$ cat config.mk
export PLATFORM = sky130hd
export DESIGN_NAME = dmux4way_stream_16bit
export DESIGN_NICKNAME = d
export VERILOG_FILES = /design/src/rtl/dmux_pkg.sv /design/src/rtl/dmux_slot.sv /design/src/rtl/dmux4way_stream_16bit.sv
export SDC_FILE = /design/constraint.sdc
export NUM_CORES = 1
export LEC_CHECK = 0
export ABC_AREA = 1
export CAP_MARGIN = 0
export CORE_MARGIN = 3
export CORE_UTILIZATION = 50
export CTS_BUF_LIST = sky130_fd_sc_hd__clkbuf_2 sky130_fd_sc_hd__clkbuf_4 sky130_fd_sc_hd__clkbuf_8
export DETAILED_ROUTE_END_ITERATION = 8
export GPL_TIMING_DRIVEN = 0
export PLACE_DENSITY = 0.82
export SLEW_MARGIN = 25
export SYNTH_ARGS = -nofsm -noshare
export SYNTH_HDL_FRONTEND = slang
export SYNTH_HIERARCHICAL = 1
export SYNTH_SLANG_ARGS = --single-unit
export TNS_END_PERCENT = 50
$ cat constraint.sdc
create_clock -name clk -period 2.5 [get_ports clk]
set_input_delay 0.5 -clock clk [delete_from_list [all_inputs] [get_ports clk]]
set_output_delay 0.5 -clock clk [all_outputs]
set_load 0.05 [all_outputs]
$ cat src/rtl/dmux_pkg.sv
`default_nettype none
// ============================================================================
//  Module   : dmux_pkg
//  Purpose  : Shared types and constants for the 1-to-4 stream demultiplexer.
//  Contents : N_OUT          - number of output channels
//             DMUX_W_DEFAULT - default data word width
//             dmux_sel_t     - channel select type
//             slot_state_t   - per-channel slot state encoding
//  Revision : 1.0 - initial release
// ============================================================================
package dmux_pkg;

   localparam int N_OUT          = 4;
   localparam int DMUX_W_DEFAULT = 16;

   typedef logic [1:0] dmux_sel_t;

   typedef enum logic [0:0] {
      SLOT_EMPTY = 1'b0,
      SLOT_FULL  = 1'b1
   } slot_state_t;

endpackage : dmux_pkg
`default_nettype wire

$ cat src/rtl/dmux_slot.sv
`default_nettype none
// ============================================================================
//  Module   : dmux_slot
//  Purpose  : One-entry registered output slot with a valid/ready handshake.
//             A load while full is only legal in the same cycle the consumer
//             drains the held word, which gives back-to-back throughput.
//  Ports    : clk     - clock, rising edge
//             rst     - synchronous active-high reset, clears valid and data
//             load    - write ld_data into the slot this cycle
//             ld_data - word to store
//             ready   - consumer takes the held word this cycle
//             valid   - slot holds a word
//             data    - held word
//  Revision : 1.0 - initial release
// ============================================================================
module dmux_slot
   import dmux_pkg::*;
#(
   parameter int WIDTH = DMUX_W_DEFAULT
) (
   input  logic             clk,
   input  logic             rst,
   input  logic             load,
   input  logic [WIDTH-1:0] ld_data,
   input  logic             ready,
   output logic             valid,
   output logic [WIDTH-1:0] data
);

   slot_state_t      state, state_nxt;
   logic [WIDTH-1:0] data_q, data_nxt;

   always_ff @(posedge clk) begin
      if (rst) begin
         state  <= SLOT_EMPTY;
         data_q <= '0;
      end else begin
         state  <= state_nxt;
         data_q <= data_nxt;
      end
   end

   always_comb begin
      state_nxt = state;
      data_nxt  = data_q;
      case (state)
         SLOT_EMPTY: begin
            // ready is ignored while empty
            if (load) begin
               state_nxt = SLOT_FULL;
               data_nxt  = ld_data;
            end
         end
         SLOT_FULL: begin
            // Without ready the word is frozen; the upstream in_ready gate
            // guarantees no load arrives here in that case.
            if (ready) begin
               if (load) begin
                  data_nxt = ld_data;
               end else begin
                  state_nxt = SLOT_EMPTY;
               end
            end
         end
         default: state_nxt = SLOT_EMPTY;
      endcase
   end

   assign valid = (state == SLOT_FULL);
   assign data  = data_q;

endmodule : dmux_slot
`default_nettype wire

$ cat src/rtl/dmux4way_stream_16bit.sv
`default_nettype none
// ============================================================================
//  Module   : dmux4way_stream_16bit
//  Purpose  : 1-to-4 stream demultiplexer. Each accepted input word is routed
//             to the output slot chosen by in_sel. A stalled channel only
//             blocks words addressed to itself.
//  Ports    : clk, rst             - clock / synchronous active-high reset
//             in_data, in_sel      - word and destination channel
//             in_valid, in_ready   - input handshake
//             out_data0..3         - per-channel data
//             out_valid, out_ready - per-channel handshake (bit k = channel k)
//             cnt0..3              - per-channel accepted-word counters
//  Config   : DMUX_STATS_EN - when defined, adds the cnt0..3 ports and
//             wrapping 16-bit accept counters.
//  Revision : 1.0 - initial release
// ============================================================================
module dmux4way_stream_16bit
   import dmux_pkg::*;
#(
   parameter int WIDTH = DMUX_W_DEFAULT
) (
   input  logic             clk,
   input  logic             rst,
   input  logic [WIDTH-1:0] in_data,
   input  dmux_sel_t        in_sel,
   input  logic             in_valid,
   output logic             in_ready,
   output logic [WIDTH-1:0] out_data0,
   output logic [WIDTH-1:0] out_data1,
   output logic [WIDTH-1:0] out_data2,
   output logic [WIDTH-1:0] out_data3,
   output logic [N_OUT-1:0] out_valid,
   input  logic [N_OUT-1:0] out_ready
`ifdef DMUX_STATS_EN
   ,
   output logic [15:0]      cnt0,
   output logic [15:0]      cnt1,
   output logic [15:0]      cnt2,
   output logic [15:0]      cnt3
`endif
);

   logic             accept;
   logic [N_OUT-1:0] load_vec;
   logic [WIDTH-1:0] slot_data [N_OUT];

   // The addressed slot can take a word if empty or draining this cycle;
   // this is the only combinational path from outputs back to inputs.
   assign in_ready = ~out_valid[in_sel] | out_ready[in_sel];
   assign accept   = in_valid & in_ready;

   always_comb begin
      load_vec = '0;
      if (accept) begin
         load_vec[in_sel] = 1'b1;
      end
   end

   generate
      for (genvar k = 0; k < N_OUT; k++) begin : g_slot
         dmux_slot #(
            .WIDTH (WIDTH)
         ) u_slot (
            .clk     (clk),
            .rst     (rst),
            .load    (load_vec[k]),
            .ld_data (in_data),
            .ready   (out_ready[k]),
            .valid   (out_valid[k]),
            .data    (slot_data[k])
         );
      end
   endgenerate

   assign out_data0 = slot_data[0];
   assign out_data1 = slot_data[1];
   assign out_data2 = slot_data[2];
   assign out_data3 = slot_data[3];

`ifdef DMUX_STATS_EN
   logic [15:0] cnt_q [N_OUT];

   // Counters wrap naturally at 16 bits.
   always_ff @(posedge clk) begin
      if (rst) begin
         for (int k = 0; k < N_OUT; k++) begin
            cnt_q[k] <= '0;
         end
      end else begin
         for (int k = 0; k < N_OUT; k++) begin
            if (load_vec[k]) begin
               cnt_q[k] <= cnt_q[k] + 16'd1;
            end
         end
      end
   end

   assign cnt0 = cnt_q[0];
   assign cnt1 = cnt_q[1];
   assign cnt2 = cnt_q[2];
   assign cnt3 = cnt_q[3];
`endif

endmodule : dmux4way_stream_16bit
`default_nettype wire

==> metrics.md <==
| Metric | Value |
|---|---|
| Number of port buffers | `92` |
| Core area | `6832 um2` |
| Post-synthesis adder-cell area fraction | `0%` |
| Vias in the first global route | `3156` |
| Syn nets | `495` |
| Final ANT Viol Nets | `0` |
| Fmax achieved | `423.1 MHz` |
| WHS | `0.4833 ns` |
| Post-synth top area cell | `dfxtp_1` |
| Die ar. | `8131 um2` |
| Status | `completed` |
| Post-Syn Area | `3542 um2` |
| DP HPWL | `6873 um` |
| TritonCTS Sinks | `68` |
| Maximum VDD drop | `477.2 uV` |
| H-tree levels | `3` |
| R2R cell count | `11` |
| Clk Latency, worst-skew pair | `0.34 ns` |
| CTS root buf | `clkbuf_8` |
| CP max stage delay | `0.62 ns` |
| Slew headroom | `62.96%` |
| Slew @ Worst Pin | `0.5539 ns` |
| XOR/XNOR Fraction of Synth Area | `0%` |
| Crit Path Max Fanout | `7` |
| Die H | `90.17 um` |
| Pre-antenna DRT Iters | `4` |
| Delay-heaviest family, CP | `buffers and inverters` |
| Slowest CP cell | `clkdlybuf4s50_1` |
| HP Class | `flop to flop` |
| Compound-Gate Fraction of Synth Area | `9.608%` |
| CTS tree | `yes` |
| DRT iter0 DRCs | `217` |
| Avg Cell Area, Syn | `7.536 um2` |
| Global route total overflow | `0` |
| Hold path depth | `2` |
| Final core occ | `70.33%` |
| Routability cong. | `0.8143` |
| Number of buffers and inverters on the critical path | `2` |
| Row count | `30` |
| Largest family of logic cells by synthesized area | `simple AND/OR/NAND/NOR gates` |
| Clock transition at the registers of the reported paths | `0.08 ns` |
| Via count | `3303` |
| Setup crit start kind | `input pin` |
| Post-synth top area share | `38.43%` |
| Chip width | `90.17 um` |
| Initial Util | `51.85%` |
| Post-CTS setup buffers | `0` |
| Routed vias/inst | `4.901` |
| Number of non-filler instances in the completed layout | `674` |
| Post-Synth Simple-Gate Area | `33.45%` |
| Post-synthesis register bit count | `68` |
| Crit end category | `output pin` |
| Sequential fraction of the synthesis area | `38.43%` |
| WP data arrival | `1.86 ns` |
| Commonest non-fill, non-tap cell in the layout | `clkdlybuf4s50_1` |
| CTS Buf Count | `9` |
| DRT Wirelength | `9578 um` |
| Req. time, crit path | `2.00 ns` |
| I/O pin total | `94` |
| Deepest clock path buffer count | `2` |
| Leak Pwr | `2.176 nW` |
| Share of cells above drive strength 1 | `19.38%` |
| Dpl cells | `658` |
| Leading cell types in the layout, fill and taps excluded | `clkdlybuf4s50_1 (91), nand2_1 (76), inv_1 (73)` |
| Crit path kind | `input pin to output pin` |
| Slew Viols, Final | `0` |
| Residual DRC | `0` |
| RSZ-0062 raised after global routing | `false` |
| # fillers | `584` |
| Clock skew | `0.007200 ns` |
| WP depth | `6` |
| Critical path cell sequence | `clkdlybuf4s50_1, nand3_1, nand2_1, nor2_2, nand2_2, clkdlybuf4s15_2` |
| Global-route wire length before repair | `15160 um` |
| Multiplexer share of the synthesized area | `0%` |
| Avg WL per Cell | `14.21 um` |
| Pwr dens | `593.0 nW/um2` |
| Distinct cells, synth | `14` |
| Area grow syn2layout | `35.64%` |
| All-Layer GR Usage | `23.12%` |
| Synthesis Warnings | `6` |
| Initial antenna violation count | `0` |
| Cells after Synth | `470` |
| Nets | `598` |
| ANT cells | `0` |
| Hold Fails Final Rpt | `0` |
| Max-capacitance violation count | `0` |
| CTS Hold Bufs | `0` |
| Final number of setup-violating endpoints | `0` |
| Largest cells by area after synthesis | `dfxtp_1 (38%), nand3_2 (12%), a21oi_1 (9.6%)` |
| Largest net degree at the start of global routing | `12` |
| Final worst-path cycle share | `94.53%` |
| Min cycle time layout | `2.363 ns` |
==> cell families (layout without fill, tap and decap cells) <==
logic type,Yosys count,count (layout)
simple gates,222,222
buf+inv,112,220
compound gates,68,68
flops,68,68
==> state kept, by name, indices dropped and copies added (netlist names) <==
name,count
g_slot.u_slot/data,64
g_slot.u_slot/valid,4
==> worst paths after layout <==
check,end,slack (ns),from
worst max-delay path,in_ready,0.14,in_sel[1]
worst min-delay path,g_slot[1].u_slot/data[8],0.48,g_slot[1].u_slot/data[8]
worst max register to register,g_slot[3].u_slot/data[9],0.96,g_slot[0].u_slot/valid
worst min register to register,g_slot[1].u_slot/data[8],0.48,g_slot[1].u_slot/data[8]
==> worst min-delay path: stages, from the launching register on <==
cell	delay, ns
dfxtp_1	0.33
a21oi_1	0.04
nor2_1	0.08
==> what timing repair did <==
action,in CTS,in global routing
gates resized for setup,3,0
setup endpoints to repair,1,0
hold endpoints to repair,0,0
==> where the power goes <==
| part | switching [mW] | total, mW | leakage (nW) | internal, mW |
|---|---|---|---|---|
| Clock | 0.412 | 1.01 | 0.116 | 0.595 |
| Combinational | 0.425 | 0.667 | 1.50 | 0.242 |
| Sequential | 0.0334 | 1.17 | 0.556 | 1.14 |
| Total | 0.870 | 2.85 | 2.18 | 1.98 |
==> synth_stat cells (all sizes together) <==
cell type  instances
buf               33
nand2             85
nor2              70
inv               79
nand3             67
dfxtp             68
a21oi             68
==> stage by stage <==
step                setup TNS, ns  setup slack, ns  power (mW)  cell area [um2]
global route                    0          0.03733       2.951             4805
floorplan                       0           0.6147       1.639             3542
finish                          0           0.1367       2.849             4805
global placement          -0.2716          -0.2716       1.848             4583
detailed placement        -0.2862          -0.2862       1.862             4583
CTS                             0           0.1282       2.859             4805
==> per-layer routing <==
layer / part of all wire [%] / global-route usage (%) / vias up / wire length, um
li1: - / - / 1657 / -
met1: 42 / 27.41 / 1519 / 4069
met2: 48 / 38.95 / 105 / 4629
met3: 6.6 / 6.276 / 22 / 633
met4: 2.6 / 10.46 / 0 / 246
met5: 0 / 0 / - / 0
==> cell type report <==
| type | instances | area, um2 | share of cell area (%) |
|---|---|---|---|
| inverter | 79 | 299.0 | 6.224 |
| multi-input combinational | 290 | 1525 | 31.74 |
| timing repair buffer | 92 | 922.1 | 19.19 |
| buffer | 33 | 356.6 | 7.422 |
| tap | 96 | 120.1 | 2.500 |
| clock buffer | 11 | 145.1 | 3.021 |
| sequential | 68 | 1361 | 28.33 |
| clock inverter | 5 | 75.07 | 1.562 |
(Power assumes the default switching activity.)
